File: src/rtl/mpu_bus_pkg.sv
// Shared types and defaults for the MPU bus controller.
package mpu_bus_pkg;

    typedef enum logic [1:0] {
        IDLE,
        RAM_RD,
        IO_WAIT,
        DONE
    } state_t;

    typedef enum logic [1:0] {
        REG_RAM,
        REG_IO,
        REG_NONE
    } region_t;

    localparam logic [7:0] UNMAPPED_VAL_DEF = 8'hFF;

endpackage

File: src/rtl/mpu_bus_decode.sv
// Combinational address decode: I/O page first, then RAM, else unmapped.
module mpu_bus_decode
    import mpu_bus_pkg::*;
#(
    parameter int unsigned RAM_AW  = 15,
    parameter logic [7:0]  IO_PAGE = 8'hD0
) (
    input  logic [15:0] addr,
    output region_t     region
);

    localparam int unsigned RAM_SIZE = 32'd1 << RAM_AW;

    always_comb begin
        region = REG_NONE;
        if (addr[15:8] == IO_PAGE) begin
            region = REG_IO;
        end else if (32'(addr) < RAM_SIZE) begin
            region = REG_RAM;
        end
    end

endmodule

File: src/rtl/mpu_bus_ctrl.sv
// Bus controller between the MPU and a synchronous RAM / handshaked I/O page.
// Stalls the MPU via RDY until each access completes.
module mpu_bus_ctrl
    import mpu_bus_pkg::*;
#(
    parameter int unsigned RAM_AW       = 15,
    parameter logic [7:0]  IO_PAGE      = 8'hD0,
    parameter int unsigned TIMEOUT      = 16,
    parameter logic [7:0]  UNMAPPED_VAL = UNMAPPED_VAL_DEF
) (
    input  logic              CLK,
    input  logic              RES,
    input  logic [7:0]        ABH,
    input  logic [7:0]        ABL,
    input  logic              R_W,
    input  logic [7:0]        DB_OUT,
    output logic [7:0]        DB_IN,
    output logic              RDY,
    output logic [RAM_AW-1:0] RAM_ADDR,
    output logic              RAM_EN,
    output logic              RAM_WE,
    output logic [7:0]        RAM_WDATA,
    input  logic [7:0]        RAM_RDATA,
    output logic              IO_REQ,
    output logic              IO_WE,
    output logic [7:0]        IO_ADDR,
    output logic [7:0]        IO_WDATA,
    input  logic [7:0]        IO_RDATA,
    input  logic              IO_ACK,
    output logic              BUS_ERR
);

    localparam int unsigned      CNT_W    = $clog2(TIMEOUT + 1);
    localparam logic [CNT_W-1:0] CNT_LAST = CNT_W'(TIMEOUT - 1);

    state_t           state_q;
    state_t           state_d;
    region_t          region;
    logic [15:0]      addr;
    logic [CNT_W-1:0] cnt_q;
    logic [7:0]       rdata_q;
    logic             err_q;
    logic             io_req_q;
    logic             io_start;
    logic             io_ack_done;
    logic             io_timeout;

    assign addr      = {ABH, ABL};
    assign RAM_ADDR  = addr[RAM_AW-1:0];
    assign RAM_WDATA = DB_OUT;
    assign IO_REQ    = io_req_q;
    assign BUS_ERR   = (state_q == DONE) && err_q && !RES;

    mpu_bus_decode #(
        .RAM_AW  (RAM_AW),
        .IO_PAGE (IO_PAGE)
    ) u_decode (
        .addr   (addr),
        .region (region)
    );

    always_ff @(posedge CLK) begin
        if (RES) begin
            state_q <= IDLE;
        end else begin
            state_q <= state_d;
        end
    end

    // Next state and MPU/RAM strobes; reset overrides everything visible.
    always_comb begin
        state_d     = state_q;
        RDY         = 1'b0;
        DB_IN       = UNMAPPED_VAL;
        RAM_EN      = 1'b0;
        RAM_WE      = 1'b0;
        io_start    = 1'b0;
        io_ack_done = 1'b0;
        io_timeout  = 1'b0;
        case (state_q)
            IDLE: begin
                case (region)
                    REG_RAM: begin
                        if (R_W) begin
                            RAM_EN  = 1'b1;
                            state_d = RAM_RD;
                        end else begin
                            RAM_WE = 1'b1;
                            RDY    = 1'b1;
                        end
                    end
                    REG_IO: begin
                        io_start = 1'b1;
                        state_d  = IO_WAIT;
                    end
                    default: RDY = 1'b1;
                endcase
            end
            RAM_RD: begin
                DB_IN   = RAM_RDATA;
                RDY     = 1'b1;
                state_d = IDLE;
            end
            IO_WAIT: begin
                // ACK takes precedence over a coincident timeout.
                if (IO_ACK) begin
                    io_ack_done = 1'b1;
                    state_d     = DONE;
                end else if (cnt_q == CNT_LAST) begin
                    io_timeout = 1'b1;
                    state_d    = DONE;
                end
            end
            DONE: begin
                DB_IN   = rdata_q;
                RDY     = 1'b1;
                state_d = IDLE;
            end
            default: state_d = IDLE;
        endcase
        if (RES) begin
            state_d     = IDLE;
            RDY         = 1'b0;
            DB_IN       = UNMAPPED_VAL;
            RAM_EN      = 1'b0;
            RAM_WE      = 1'b0;
            io_start    = 1'b0;
            io_ack_done = 1'b0;
            io_timeout  = 1'b0;
        end
    end

    // I/O request, latched fields, wait counter and completion data.
    always_ff @(posedge CLK) begin
        if (RES) begin
            io_req_q <= 1'b0;
            IO_ADDR  <= 8'h00;
            IO_WE    <= 1'b0;
            IO_WDATA <= 8'h00;
            cnt_q    <= '0;
            rdata_q  <= 8'h00;
            err_q    <= 1'b0;
        end else begin
            io_req_q <= (state_d == IO_WAIT);
            if (io_start) begin
                IO_ADDR  <= ABL;
                IO_WE    <= ~R_W;
                IO_WDATA <= DB_OUT;
                cnt_q    <= '0;
            end else if (state_q == IO_WAIT) begin
                cnt_q <= cnt_q + CNT_W'(1);
            end
            if (io_ack_done) begin
                rdata_q <= IO_RDATA;
            end else if (io_timeout) begin
                rdata_q <= UNMAPPED_VAL;
                err_q   <= 1'b1;
            end
            if (state_q == DONE) begin
                err_q <= 1'b0;
            end
        end
    end

endmodule

File: config.mk
export PLATFORM = sky130hd
export DESIGN_NAME = mpu_bus_ctrl
export DESIGN_NICKNAME = d
export VERILOG_FILES = /design/src/rtl/mpu_bus_pkg.sv /design/src/rtl/mpu_bus_decode.sv /design/src/rtl/mpu_bus_ctrl.sv
export SDC_FILE = /design/constraint.sdc
export NUM_CORES = 1
export LEC_CHECK = 0
export ABC_AREA = 1
export BUFFER_PORTS_ARGS = -buffer_cell sky130_fd_sc_hd__buf_2
export CORE_MARGIN = 2
export CORE_UTILIZATION = 47
export DETAILED_ROUTE_END_ITERATION = 7
export PLACE_DENSITY_LB_ADDON = 0.2
export SETUP_SLACK_MARGIN = 0.02
export SLEW_MARGIN = 20
export SYNTH_ARGS = -nofsm -noshare
export SYNTH_HDL_FRONTEND = slang
export SYNTH_SLANG_ARGS = --single-unit
File: constraint.sdc
create_clock -name CLK -period 3.7 [get_ports CLK]
set_input_delay 0.185 -clock CLK [delete_from_list [all_inputs] [get_ports CLK]]
set_output_delay 0.185 -clock CLK [all_outputs]
set_load 0.005 [all_outputs]
==> results of run 1 <==
==> kinds of logic (layout without fill, tap and decap cells) <==
logic type,Yosys count,count (layout),synth area share [%]
buffers and inverters,52,122,17.4
AOI/OAI and AO/OA,22,22,8.05
DFF,34,34,39.1
xor gates and xnor gates,2,2,1.01
and+or+nand+nor,128,128,33.0
adders and majority gates,2,2,1.44
==> sequential cells by signal (all words and copies together) (netlist names) <==
name / count
IO_ADDR: 8
IO_WDATA: 8
rdata_q: 8
cnt_q: 5
state_q: 2
IO_REQ: 1
IO_WE: 1
err_q: 1
==> synth_stat cells (2+ instances only) <==
| master | n | area, sq um |
|---|---|---|
| sky130_fd_sc_hd__dfxtp_1 | 34 | 681 |
| sky130_fd_sc_hd__inv_1 | 16 | 60.1 |
| sky130_fd_sc_hd__o21ai_0 | 2 | 10.0 |
| sky130_fd_sc_hd__nand2_1 | 51 | 191 |
| sky130_fd_sc_hd__nor2_1 | 35 | 131 |
| sky130_fd_sc_hd__o22ai_1 | 8 | 50.1 |
| sky130_fd_sc_hd__buf_1 | 3 | 11.3 |
| sky130_fd_sc_hd__ha_1 | 2 | 25.0 |
| sky130_fd_sc_hd__nor2_4 | 2 | 22.5 |
| sky130_fd_sc_hd__buf_4 | 26 | 195 |
| sky130_fd_sc_hd__buf_2 | 2 | 10.0 |
| sky130_fd_sc_hd__nand3_1 | 19 | 95.1 |
| sky130_fd_sc_hd__clkbuf_1 | 2 | 7.51 |
| sky130_fd_sc_hd__o31ai_1 | 8 | 60.1 |
| sky130_fd_sc_hd__xor2_1 | 2 | 17.5 |
| sky130_fd_sc_hd__nand4_1 | 18 | 113 |
| sky130_fd_sc_hd__a21oi_1 | 3 | 15.0 |
==> worst max-delay path by stage <==
stage                         endpoint  cells past startpoint  slack [ns]
2_1_floorplan  rdata_q[0]$_SDFFE_PP0P_                      8        2.40
5_1_grt                            RDY                      5        1.85
4_1_cts                            RDY                      5        1.94
3_5_place_dp   rdata_q[2]$_SDFFE_PP0P_                      6        2.00
6_report                           RDY                      5        1.95
3_3_place_gp   rdata_q[6]$_SDFFE_PP0P_                      6        2.06
==> routing by layer <==
| layer | GRT usage [%] | vias up | part of all wire, % |
|---|---|---|---|
| met1 | 21.7 | 767 | 44 |
| met4 | 9.57 | 0 | 1.5 |
| met2 | 32.6 | 64 | 46 |
| met3 | 6.25 | 5 | 8.6 |
| met5 | 0 | - | 0 |
| li1 | - | 910 | - |
==> cell type report <==
| class | instances | area, sq um | share of cell area [%] |
|---|---|---|---|
| clock buffer | 7 | 76.3 | 3.58 |
| inverter | 18 | 67.6 | 3.17 |
| multi-input combinational | 154 | 757 | 35.5 |
| sequential | 34 | 681 | 32.0 |
| tap | 48 | 60.1 | 2.82 |
| timing repair buffer | 97 | 488 | 22.9 |
==> layout by cell type, fill, tap and decap left out <==
cell	instances
sky130_fd_sc_hd__buf_2	96
sky130_fd_sc_hd__nand2_1	51
sky130_fd_sc_hd__nor2_1	35
sky130_fd_sc_hd__dfxtp_1	34
sky130_fd_sc_hd__nand3_1	19
sky130_fd_sc_hd__nand4_1	18
sky130_fd_sc_hd__inv_1	16
sky130_fd_sc_hd__o22ai_1	8
sky130_fd_sc_hd__o31ai_1	8
sky130_fd_sc_hd__clkbuf_8	5
sky130_fd_sc_hd__a21oi_1	3
sky130_fd_sc_hd__nor2_4	2
sky130_fd_sc_hd__o21ai_0	2
sky130_fd_sc_hd__xor2_1	2
sky130_fd_sc_hd__ha_1	2
sky130_fd_sc_hd__clkbuf_1	2
sky130_fd_sc_hd__inv_2	1
sky130_fd_sc_hd__nor3_1	1
sky130_fd_sc_hd__nor2_2	1
sky130_fd_sc_hd__clkinv_1	1
sky130_fd_sc_hd__o21ai_1	1
sky130_fd_sc_hd__nand3_2	1
sky130_fd_sc_hd__buf_4	1
==> stage by stage <==
| step | hold slack, ns | cells | worst slack (ns) | utilization [%] |
|---|---|---|---|---|
| 2_1_floorplan | 0.333 | 240 | 2.40 | - |
| 4_1_cts | 0.145 | 358 | 1.94 | 59.1 |
| 6_report | 0.148 | 358 | 1.95 | 59.1 |
| 3_5_place_dp | 0.438 | 351 | 2.00 | 56.9 |
| 5_1_grt | 0.145 | 358 | 1.85 | 59.1 |
| 3_3_place_gp | 0.430 | 351 | 2.06 | 56.9 |
==> report_power, final <==
part | total (mW) | internal (mW) | switching (mW) | leakage, nW
clock | 0.248 | 0.129 | 0.119 | 0.0383
sequential | 0.368 | 0.367 | 0.00118 | 0.274
combinational | 0.0763 | 0.0348 | 0.0414 | 0.770
==> worst reg2reg max path, stage by stage, from the launching register on <==
cell	delay [ns]
sky130_fd_sc_hd__dfxtp_1	0.37
sky130_fd_sc_hd__nor2_1	0.12
sky130_fd_sc_hd__buf_4	0.24
sky130_fd_sc_hd__nand3_2	0.36
sky130_fd_sc_hd__nand2_1	0.28
sky130_fd_sc_hd__nor2_1	0.07
==> Implementation_results.wiki, run 1 <==
{| class="wikitable"
! Metric !! Value
|-
| Fraction of the yosys area taken by sequential cells || 39.1%
|-
| Crit path DAT || ~1.6 ns
|-
| Largest vdd supply drop || 0.000136 V
|-
| Area of all placed cells without fillers || around 2100 sq um
|-
| Post-layout total power || 693 uW
|-
| Final min period || 1.75 ns
|-
| Library cells used by synthesis || 24
|-
| Maximum Capacitance Violations || 0
|-
| Critical path start-end classification || register to output pin
|-
| Share of post-route cells with drive strength above 1 || 34.5%
|-
| Number of buffers added on ports || 96
|-
| Die boundary height || about 65 um
|-
| Resized Gates After CTS || 0
|-
| Final routed wirelength across all metal layers || 3.91 mm
|-
| Status || finished, final reports clean
|-
| Number of optimization iterations in the first detailed-route pass || 4
|-
| Wire length of the first global-routing pass || 6.29 mm
|-
| Largest net degree at the start of global routing || 56
|-
| Area added between synthesis and finish || 22.4%
|-
| Worst r2r path cells || 5
|-
| Final setup vio count || 0
|-
| CP cell instances || inv_1 -> nand2_1 -> nand2_1 -> a21oi_1 -> buf_2
|-
| Net total in the final layout || 356
|-
| Mapped Area || 1740 sq um
|-
| Commonest register cell after synthesis || sky130_fd_sc_hd__dfxtp_1
|-
| GP Congestion || ~0.79
|-
| Required @ worst endpoint || ~3.5 ns
|-
| Proportion of synthesized flip-flops having asynchronous set or reset || 0%
|-
| Worst r2r src || state_q[0]$_SDFF_PP0_
|-
| Number of buffers between clock root and the deepest sink || 2
|-
| Estimated wirelength of the detail-placed design || around 2.8 mm
|-
| DR vias || 1,746
|-
| H-tree lvl count || 2
|-
| Post-detailed-route via-to-cell ratio || around 4.9
|-
| Number of buffers inserted during clock tree synthesis || 5
|-
| Die Outline Area || roughly 4200 sq um
|-
| Root cell of the clock tree || sky130_fd_sc_hd__clkbuf_8
|-
| Number of buffers inserted by post-CTS setup repair || 0
|-
| Core region area || 3610 sq um
|-
| Boundary Pins || 97
|-
| Worst clock skew || about 0.0033 ns
|-
| Final Max Slew Viols || 0
|-
| Final antenna diode count || 0
|-
| Drt initial violations || 90
|-
| Worst slew slack as a fraction of its limit || 46.2%
|-
| Worst min path class || input port to register
|-
| Overall die width || 64.9 um
|-
| Number of buffer and inverter stages on the critical path || 2
|-
| Total routing resource utilization after global routing || between 15 and 20%
|-
| Row count || 22
|-
| Clock latency at the later pin of the worst-skew pair || 0.28 ns
|-
| Final Hold Fails || 0
|-
| Crit-path max FO || 15
|-
| Drc violations || 0
|-
| Average wire per standard cell || 10.9 um
|-
| Antenna violations before repair || 0
|-
| Synthesized Nets || 286
|-
| Worst R2R Setup Slack || about 2.2 ns
|-
| TritonCTS clock tree || done
|-
| Transition time at the pin with the least slew margin || 0.805 ns
|-
| Congestion Overflow GR || 0
|-
| Seq cells post-synth || 34
|-
| Cell depth of the worst min-delay path || 3
|-
| Slowest-stage cell, CP || sky130_fd_sc_hd__dfxtp_1
|-
| Part of the cycle the worst path needs || a little under half
|-
| Type of element launching the critical path || register
|-
| CP dominant cell by count || sky130_fd_sc_hd__nand2_1
|-
| CTS Hold Bufs || 0
|-
| Setup total negative slack || 0 ns
|-
| FMAX || 571 MHz
|-
| Clk pin slew, worst setup/hold paths || about 0.06 ns
|-
| Power per cell area || roughly 330 nW/um^2
|-
| Post-Synthesis Cells || 240
|-
| Slowest stage delay, CP || 0.45 ns
|-
| Vias in the first global route || 1,553
|-
| RSZ-0062 raised after global routing || false
|-
| Number of warnings issued by yosys || 0
|-
| Hold worst-path end || IO_ADDR[0]$_SDFFE_PP0P_
|-
| Initial Util || 48.3%
|-
| Number of enable-type register cells in the synthesized netlist || 0
|-
| Post-placement cell area || 2050 sq um
|-
| Count of filler cells inserted in the layout || 365
|-
| Crit-path leading delay family || simple AND/OR/NAND/NOR gates
|-
| Mean area per synthesized cell || 7.25 sq um
|-
| Critical path startpoint || state_q[0]$_SDFF_PP0_
|-
| Number of clock sinks seen by CTS || 34
|-
| Static leakage || 1.08 nW
|-
| Antenna Nets Post-Route || 0
|-
| Hold Crit Start || ABL[0]
|-
| Type of element capturing the critical path || output pin
|-
| Worst r2r dst || cnt_q[2]$_SDFFE_PP0N_
|}
Note: power is estimated with default switching activity, not from simulation.
==> run 2: changes to the inputs <==
Settings changed: CORE_UTILIZATION 47 to 44.
Clock period 3.7 ns to 1.7 ns, I/O delays scaled along.
==> run 2 against run 1 <==
- critical path depth unchanged
- clock-buffer cell count unchanged
- global-route usage down 0.41 points
- first-iteration DRC count up 12%
- design area up 1.5%
- worst hold slack worse by 0.11 ns
- clock skew up 0.0055 ns
- sequential share of layout area down 0.48 points
- sequential power up 120%
- die area up 6.4%
- register-to-register slack worse by 1.8 ns
- largest cell class unchanged
- largest power group unchanged
==> Implementation_results.wiki, run 2 (synthesized netlist as in run 1, its figures left out) <==
{| class="wikitable"
! Metric !! Value
|-
| GP Congestion || 0.774
|-
| Net total in the final layout || 358
|-
| Clk pin slew, worst setup/hold paths || 0.07 ns
|-
| Worst clock skew || 0.00880 ns
|-
| Crit path DAT || 1.42 ns
|-
| Worst r2r path cells || 8
|-
| Overall die width || 66.9 um
|-
| Share of post-route cells with drive strength above 1 || around 36%
|-
| Core region area || 3740 sq um
|-
| Cell depth of the worst min-delay path || 3
|-
| Slowest-stage cell, CP || sky130_fd_sc_hd__dfxtp_1
|-
| CP cell instances || nor2_1 -> buf_4 -> nand3_1 -> inv_1 -> buf_2
|-
| Crit-path leading delay family || buffers and inverters
|-
| Final non-filler cell total || 361
|-
| FMAX || 664 MHz
|-
| Post-detailed-route via-to-cell ratio || around 4.8
|-
| Static leakage || ~1.1 nW
|-
| Boundary Pins || 97
|-
| Largest registers in the final layout || IO_ADDR x8, IO_WDATA x8, rdata_q x8
|-
| Clock Power Share || 38.6%
|-
| Critical path startpoint || state_q[0]$_SDFF_PP0_
|-
| Number of buffers inserted during clock tree synthesis || 5
|-
| Required @ worst endpoint || about 1.6 ns
|-
| Final antenna diode count || 0
|-
| Most used cells in the layout excluding fill and tap cells || sky130_fd_sc_hd__buf_2, sky130_fd_sc_hd__nand2_1, sky130_fd_sc_hd__nor2_1
|-
| Drc violations || 0
|-
| Antenna violations before repair || 0
|-
| Most common cell after layout, fill and taps aside || sky130_fd_sc_hd__buf_2
|-
| Post-placement cell area || 2070 sq um
|-
| Row count || 22
|-
| Total routing resource utilization after global routing || 18.9%
|-
| Number of buffers added on ports || 96
|-
| Final Hold Fails || 0
|-
| Number of optimization iterations in the first detailed-route pass || 4
|-
| Int Power || 1.20 mW
|-
| Vias in the first global route || 1,502
|-
| Final setup vio count || 0
|-
| Hold Crit Start || IO_RDATA[6]
|-
| Number of buffers inserted by post-CTS setup repair || 0
|-
| Wire length of the first global-routing pass || 6.44 mm
|-
| Number of clock sinks seen by CTS || 34
|-
| Worst min path class || input port to register
|-
| Combinational cell fraction of total power || a little over a tenth
|-
| Worst r2r dst || rdata_q[5]$_SDFFE_PP0P_
|-
| Count of filler cells inserted in the layout || 386
|-
| Drt initial violations || 101
|-
| Largest net degree at the start of global routing || 37
|-
| Switching power total || between 300 and 400 uW
|-
| Power per cell area || 732 nW/um^2
|-
| Worst R2R Setup Slack || 0.31 ns
|-
| Maximum Capacitance Violations || 0
|-
| Largest vdd supply drop || slightly above 0.0006 V
|-
| Transition time at the pin with the least slew margin || between 0.4 and 0.5 ns
|-
| Area added between synthesis and finish || 24.2%
|-
| Congestion Overflow GR || 0
|-
| Root cell of the clock tree || sky130_fd_sc_hd__clkbuf_8
|-
| Hold worst-path end || rdata_q[6]$_SDFFE_PP0P_
|-
| Status || finished, final reports clean
|-
| Type of element launching the critical path || register
|-
| Area of all placed cells without fillers || between 2000 and 2500 sq um
|-
| DR vias || 1,744
|-
| Final routed wirelength across all metal layers || ~4 mm
|-
| RSZ-0062 raised after global routing || false
|-
| Worst slew slack as a fraction of its limit || 72.0%
|-
| Number of buffer and inverter stages on the critical path || 3
|-
| H-tree lvl count || 2
|-
| Average wire per standard cell || 11.2 um
|-
| Type of element capturing the critical path || output pin
|-
| Register share of total power || between 50% and 60%
|-
| Antenna Nets Post-Route || 0
|-
| Die Outline Area || 4470 sq um
|-
| Final min period || 1.51 ns
|-
| Utilization after layout || between 50% and 60%
|-
| Critical path start-end classification || register to output pin
|-
| Post-layout total power || 1.58 mW
|-
| Slowest stage delay, CP || 0.37 ns
|-
| Part of the cycle the worst path needs || between 80% and 90%
|-
| Setup total negative slack || 0 ns
|-
| Die boundary height || 66.9 um
|-
| Initial Util || a little under half
|-
| TritonCTS clock tree || done
|-
| Worst r2r src || cnt_q[0]$_SDFFE_PP0N_
|-
| Cell total after placement || 353
|-
| Final Max Slew Viols || 0
|-
| Clock latency at the later pin of the worst-skew pair || 0.28 ns
|-
| Switching Share || 23.9%
|-
| Number of buffers between clock root and the deepest sink || 2
|-
| Estimated wirelength of the detail-placed design || 2.89 mm
|-
| Crit-path max FO || 19
|}
[run 2: cell count changes in the layout (fill, tap and decap cells not counted), sizes merged]
cell / change
buf: +2
clkinv: +1
[run 2: worst min-delay path: stages]
cell                      delay (ns)
sky130_fd_sc_hd__buf_2          0.08
sky130_fd_sc_hd__o31ai_1        0.06
sky130_fd_sc_hd__nor2_1         0.07
[run 2: area by class of cell]
type                            count  area (sq um)  area share, %
Multi-Input combinational cell    154           759           35.1
Sequential cell                    34           681           31.5
Timing Repair Buffer               99           503           23.3
Clock buffer                        7          86.3           3.99
Inverter                           18          67.6           3.13
Tap cell                           48          60.1           2.78
Clock inverter                      1          5.00          0.231
[run 2: repair_timing]
action                                 4_1_cts  5_1_grt
resized for setup                            0        1
endpoints found under the hold margin        0        0
hold buffers                                 0        0
setup endpoints to repair                    0        1
[run 2: power by group through the flow]
| stage | Sequential (mW) | Clock (mW) | Combinational, mW |
|---|---|---|---|
| floorplan | 0.817 | 0 | 0.108 |
| detailed placement | 0.819 | 0 | 0.172 |
| CTS | 0.801 | 0.620 | 0.173 |
| global route | 0.801 | 0.658 | 0.192 |
| finish | 0.801 | 0.611 | 0.171 |
| global placement | 0.819 | 0 | 0.171 |
[run 2: how the worst max path moves through the flow]
stage,endpoint,slack (ns),depth (start not counted)
after CTS,RDY,0.09,5
after detailed placement,rdata_q[2]$_SDFFE_PP0P_,0.30,8
after global placement,rdata_q[1]$_SDFFE_PP0P_,0.35,8
after global routing,DB_IN[0],0.02,4
after floorplan,rdata_q[0]$_SDFFE_PP0P_,0.40,8
final,RAM_EN,0.19,5
[run 2: routing by layer]
metal	global-route usage, %	wire length [um]	vias to the layer above
met1	23.0	1770	759
met4	5.36	36	0
met2	31.5	1910	67
li1	-	-	913
met3	6.42	326	5
met5	0	0	-
[run 2: per-stage QoR]
stage / hold WS, ns / setup slack (ns)
6_report: 0.0416 / 0.194
3_5_place_dp: 0.334 / 0.303
4_1_cts: 0.0403 / 0.0944
3_3_place_gp: 0.327 / 0.351
5_1_grt: 0.0384 / 0.0233
2_1_floorplan: 0.201 / 0.400
==> run 3: changes to the inputs <==
Settings changed: ABC_AREA 1 to unset, CORE_UTILIZATION 44 to 42, GPL_ROUTABILITY_DRIVEN set to 1.
==> run 3 against run 2 <==
- worst hold slack worse by 0.017 ns
- critical path depth up 1
- clock-buffer cell count unchanged
- sequential share of layout area is 2.2 points higher
- core utilization shrank 1.8 points
- wire length is 18% lower
- non-clock buffer count up 3
- maximum frequency down 6.1%
- sequential power about the same
- combinational power decreased by 17%
- clock power is 2% lower
- largest power group unchanged
==> Implementation_results.wiki, run 3 <==
{| class="wikitable"
! Metric !! Value
|-
| Post-detailed-route via-to-cell ratio || 4.73
|-
| Setup total negative slack || 0 ns
|-
| Type of element launching the critical path || register
|-
| Share of post-route cells with drive strength above 1 || 57.6%
|-
| Estimated wirelength of the detail-placed design || 2.51 mm
|-
| Synth top area cells || sky130_fd_sc_hd__dfxtp_1, sky130_fd_sc_hd__buf_4, sky130_fd_sc_hd__a22o_2, sky130_fd_sc_hd__o221a_2, sky130_fd_sc_hd__mux2i_1
|-
| Seq cells post-synth || 34
|-
| Congestion Overflow GR || 0
|-
| Final routed wirelength across all metal layers || 3.32 mm
|-
| Worst min path class || input port to register
|-
| Number of optimization iterations in the first detailed-route pass || 4
|-
| Count of filler cells inserted in the layout || 354
|-
| Mean area per synthesized cell || 10.3 sq um
|-
| Average wire per standard cell || ~12 um
|-
| Drc violations || 0
|-
| Largest registers in the final layout || IO_ADDR x8, IO_WDATA x8, rdata_q x8
|-
| Most frequent cell after synthesis || sky130_fd_sc_hd__dfxtp_1
|-
| Largest net degree at the start of global routing || 23
|-
| H-tree lvl count || 2
|-
| Clock latency at the later pin of the worst-skew pair || between 0.2 and 0.3 ns
|-
| Proportion of synthesized flip-flops having asynchronous set or reset || 0%
|-
| Core region area || 3610 sq um
|-
| Power per cell area || ~760 nW/um^2
|-
| Number of enable-type register cells in the synthesized netlist || 0
|-
| Critical path start-end classification || register to register
|-
| Transition time at the pin with the least slew margin || 0.349 ns
|-
| Library cells used by synthesis || 36
|-
| Final Hold Fails || 0
|-
| Vias in the first global route || between 1,000 and 1,500
|-
| Number of clock sinks seen by CTS || 34
|-
| FMAX || approximately 620 MHz
|-
| Commonest register cell after synthesis || sky130_fd_sc_hd__dfxtp_1
|-
| Row count || 22
|-
| Most common library cells after synthesis || sky130_fd_sc_hd__dfxtp_1, sky130_fd_sc_hd__buf_4, sky130_fd_sc_hd__nand2_1
|-
| Overall die width || between 60 and 70 um
|-
| Worst clock skew || 0.00459 ns
|-
| RSZ-0062 raised after global routing || false
|-
| Number of buffers between clock root and the deepest sink || 2
|-
| Worst R2R Setup Slack || 0.1 ns
|-
| Final Max Slew Viols || 0
|-
| Root cell of the clock tree || sky130_fd_sc_hd__clkbuf_8
|-
| Number of warnings issued by yosys || 0
|-
| DR vias || 1,319
|-
| Crit-path max FO || 8
|-
| Hold worst-path end || IO_WDATA[1]$_SDFFE_PP0P_
|-
| Required @ worst endpoint || 1.87 ns
|-
| Cell accounting for the most synthesized area || sky130_fd_sc_hd__dfxtp_1
|-
| Final setup vio count || 0
|-
| Wire length of the first global-routing pass || ~5.4 mm
|-
| Antenna violations before repair || 0
|-
| Die boundary height || 65 um
|-
| Fraction of the yosys area taken by sequential cells || 43.6%
|-
| Utilization after layout || 56.0%
|-
| TritonCTS clock tree || done
|-
| Die Outline Area || 4230 sq um
|-
| GP Congestion || about 0.75
|-
| Hold Crit Start || DB_OUT[1]
|-
| Static leakage || 0.975 nW
|-
| Post-placement cell area || between 1500 and 2000 sq um
|-
| Initial Util || 43.3%
|-
| Synthesized Nets || 197
|-
| Worst r2r path cells || 6
|-
| Met3 Routed Length || 263 um
|-
| Post-layout total power || 1.54 mW
|-
| Largest vdd supply drop || 0.000542 V
|-
| Worst r2r src || cnt_q[0]$_SDFFE_PP0N_
|-
| Boundary Pins || 97
|-
| Final min period || between 1.5 and 2 ns
|-
| Cell depth of the worst min-delay path || 2
|-
| Type of element capturing the critical path || register
|-
| Final antenna diode count || 0
|-
| Maximum Capacitance Violations || 0
|-
| Part of the cycle the worst path needs || between 90% and 100%
|-
| Most used cells in the layout excluding fill and tap cells || sky130_fd_sc_hd__buf_2, sky130_fd_sc_hd__dfxtp_1, sky130_fd_sc_hd__nand2_1
|-
| Number of buffers inserted during clock tree synthesis || 5
|-
| Number of buffers inserted by post-CTS setup repair || 0
|-
| Area of all placed cells without fillers || roughly 2000 sq um
|-
| Top Layer Used || met4
|-
| Drt initial violations || 42
|-
| Mapped Area || around 1600 sq um
|-
| Worst slew slack as a fraction of its limit || 76.5%
|-
| Area added between synthesis and finish || 29.2%
|-
| Area share of the leading cell type in the synthesized netlist || between 40% and 50%
|-
| Antenna Nets Post-Route || 0
|-
| Met2 wirelength from detailed routing || 1.51 mm
|-
| Total routing resource utilization after global routing || 16.3%
|-
| Most common cell after layout, fill and taps aside || sky130_fd_sc_hd__buf_2
|-
| Crit path DAT || 1.78 ns
|-
| Routed metal-1 wire length || ~1.5 mm
|-
| Clk pin slew, worst setup/hold paths || approximately 0.07 ns
|-
| Net total in the final layout || 276
|-
| Status || finished, final reports clean
|-
| Worst r2r dst || rdata_q[0]$_SDFFE_PP0P_
|-
| Post-Synthesis Cells || approximately 150
|-
| Number of buffers added on ports || 96
|}
==> run 3: per-layer routing <==
| metal | up-vias | global-route usage [%] |
|---|---|---|
| li1 | 684 | - |
| met1 | 581 | 19.8 |
| met2 | 52 | 26.3 |
| met3 | 2 | 6.25 |
| met4 | 0 | 5.59 |
| met5 | - | 0 |
==> run 3: area by class of cell <==
class / instances / area, sq um / share of cell area (%)
multi-input combinational: 83 / 647 / 32.0
clock buffer: 7 / 86.3 / 4.28
clock inverter: 1 / 5.00 / 0.248
sequential: 34 / 681 / 33.7
inverter: 4 / 15.0 / 0.743
tap: 48 / 60.1 / 2.97
timing repair buffer: 102 / 526 / 26.0
==> run 3: per-stage QoR <==
stage	hold slack, ns	worst slack [ns]	instances
finish	0.0249	0.0961	279
detailed placement	0.313	0.00430	271
CTS	0.0201	0.100	279
global route	0.0222	0.0444	279
floorplan	0.158	0.131	151
global placement	0.306	0.0789	271
==> run 3: how the worst max path moves through the flow <==
stage                          start                 endpoint  slack (ns)  depth (start not counted)
2_1_floorplan  cnt_q[0]$_SDFFE_PP0N_  rdata_q[0]$_SDFFE_PP0P_        0.13                          6
3_3_place_gp   cnt_q[0]$_SDFFE_PP0N_  rdata_q[2]$_SDFFE_PP0P_        0.08                          6
3_5_place_dp   cnt_q[1]$_SDFFE_PP0N_  rdata_q[0]$_SDFFE_PP0P_       0.004                          6
4_1_cts        cnt_q[0]$_SDFFE_PP0N_  rdata_q[2]$_SDFFE_PP0P_        0.10                          6
5_1_grt        cnt_q[0]$_SDFFE_PP0N_        IO_REQ$_SDFF_PP0_        0.04                          7
6_report       cnt_q[0]$_SDFFE_PP0N_  rdata_q[0]$_SDFFE_PP0P_         0.1                          6
==> run 3: logic make-up (layout without fill, tap and decap cells) <==
kind of cell / Yosys count / after routing / share of synthesized area [%]
buffers and inverters: 34 / 114 / 15.6
adder cells (fa/ha/maj): 2 / 2 / 1.60
multiplexers: 8 / 8 / 5.12
AO/OA/AOI/OAI: 35 / 35 / 20.3
flip-flops: 34 / 34 / 43.6
XOR/XNOR: 2 / 2 / 1.12
AND/OR/NAND/NOR: 36 / 36 / 12.7
==> run 3: repair_timing <==
| action | CTS | global route |
|---|---|---|
| hold buffers | 0 | 0 |
| endpoints found under the setup margin | 8 | 0 |
| resized for setup | 2 | 0 |
==> run 3: worst max-delay path, cell delays in order (launching register included) <==
cell                      delay (ns)
sky130_fd_sc_hd__dfxtp_1        0.32
sky130_fd_sc_hd__ha_1           0.20
sky130_fd_sc_hd__and3_1         0.18
sky130_fd_sc_hd__ha_1           0.19
sky130_fd_sc_hd__o21ai_1        0.20
sky130_fd_sc_hd__nor2_2         0.12
sky130_fd_sc_hd__o221a_2        0.27
==> run 3: where the power goes <==
group	switching, mW	internal [mW]
clock network	0.269	0.326
logic	0.0651	0.0770
registers	0.00248	0.799
total	0.337	1.20
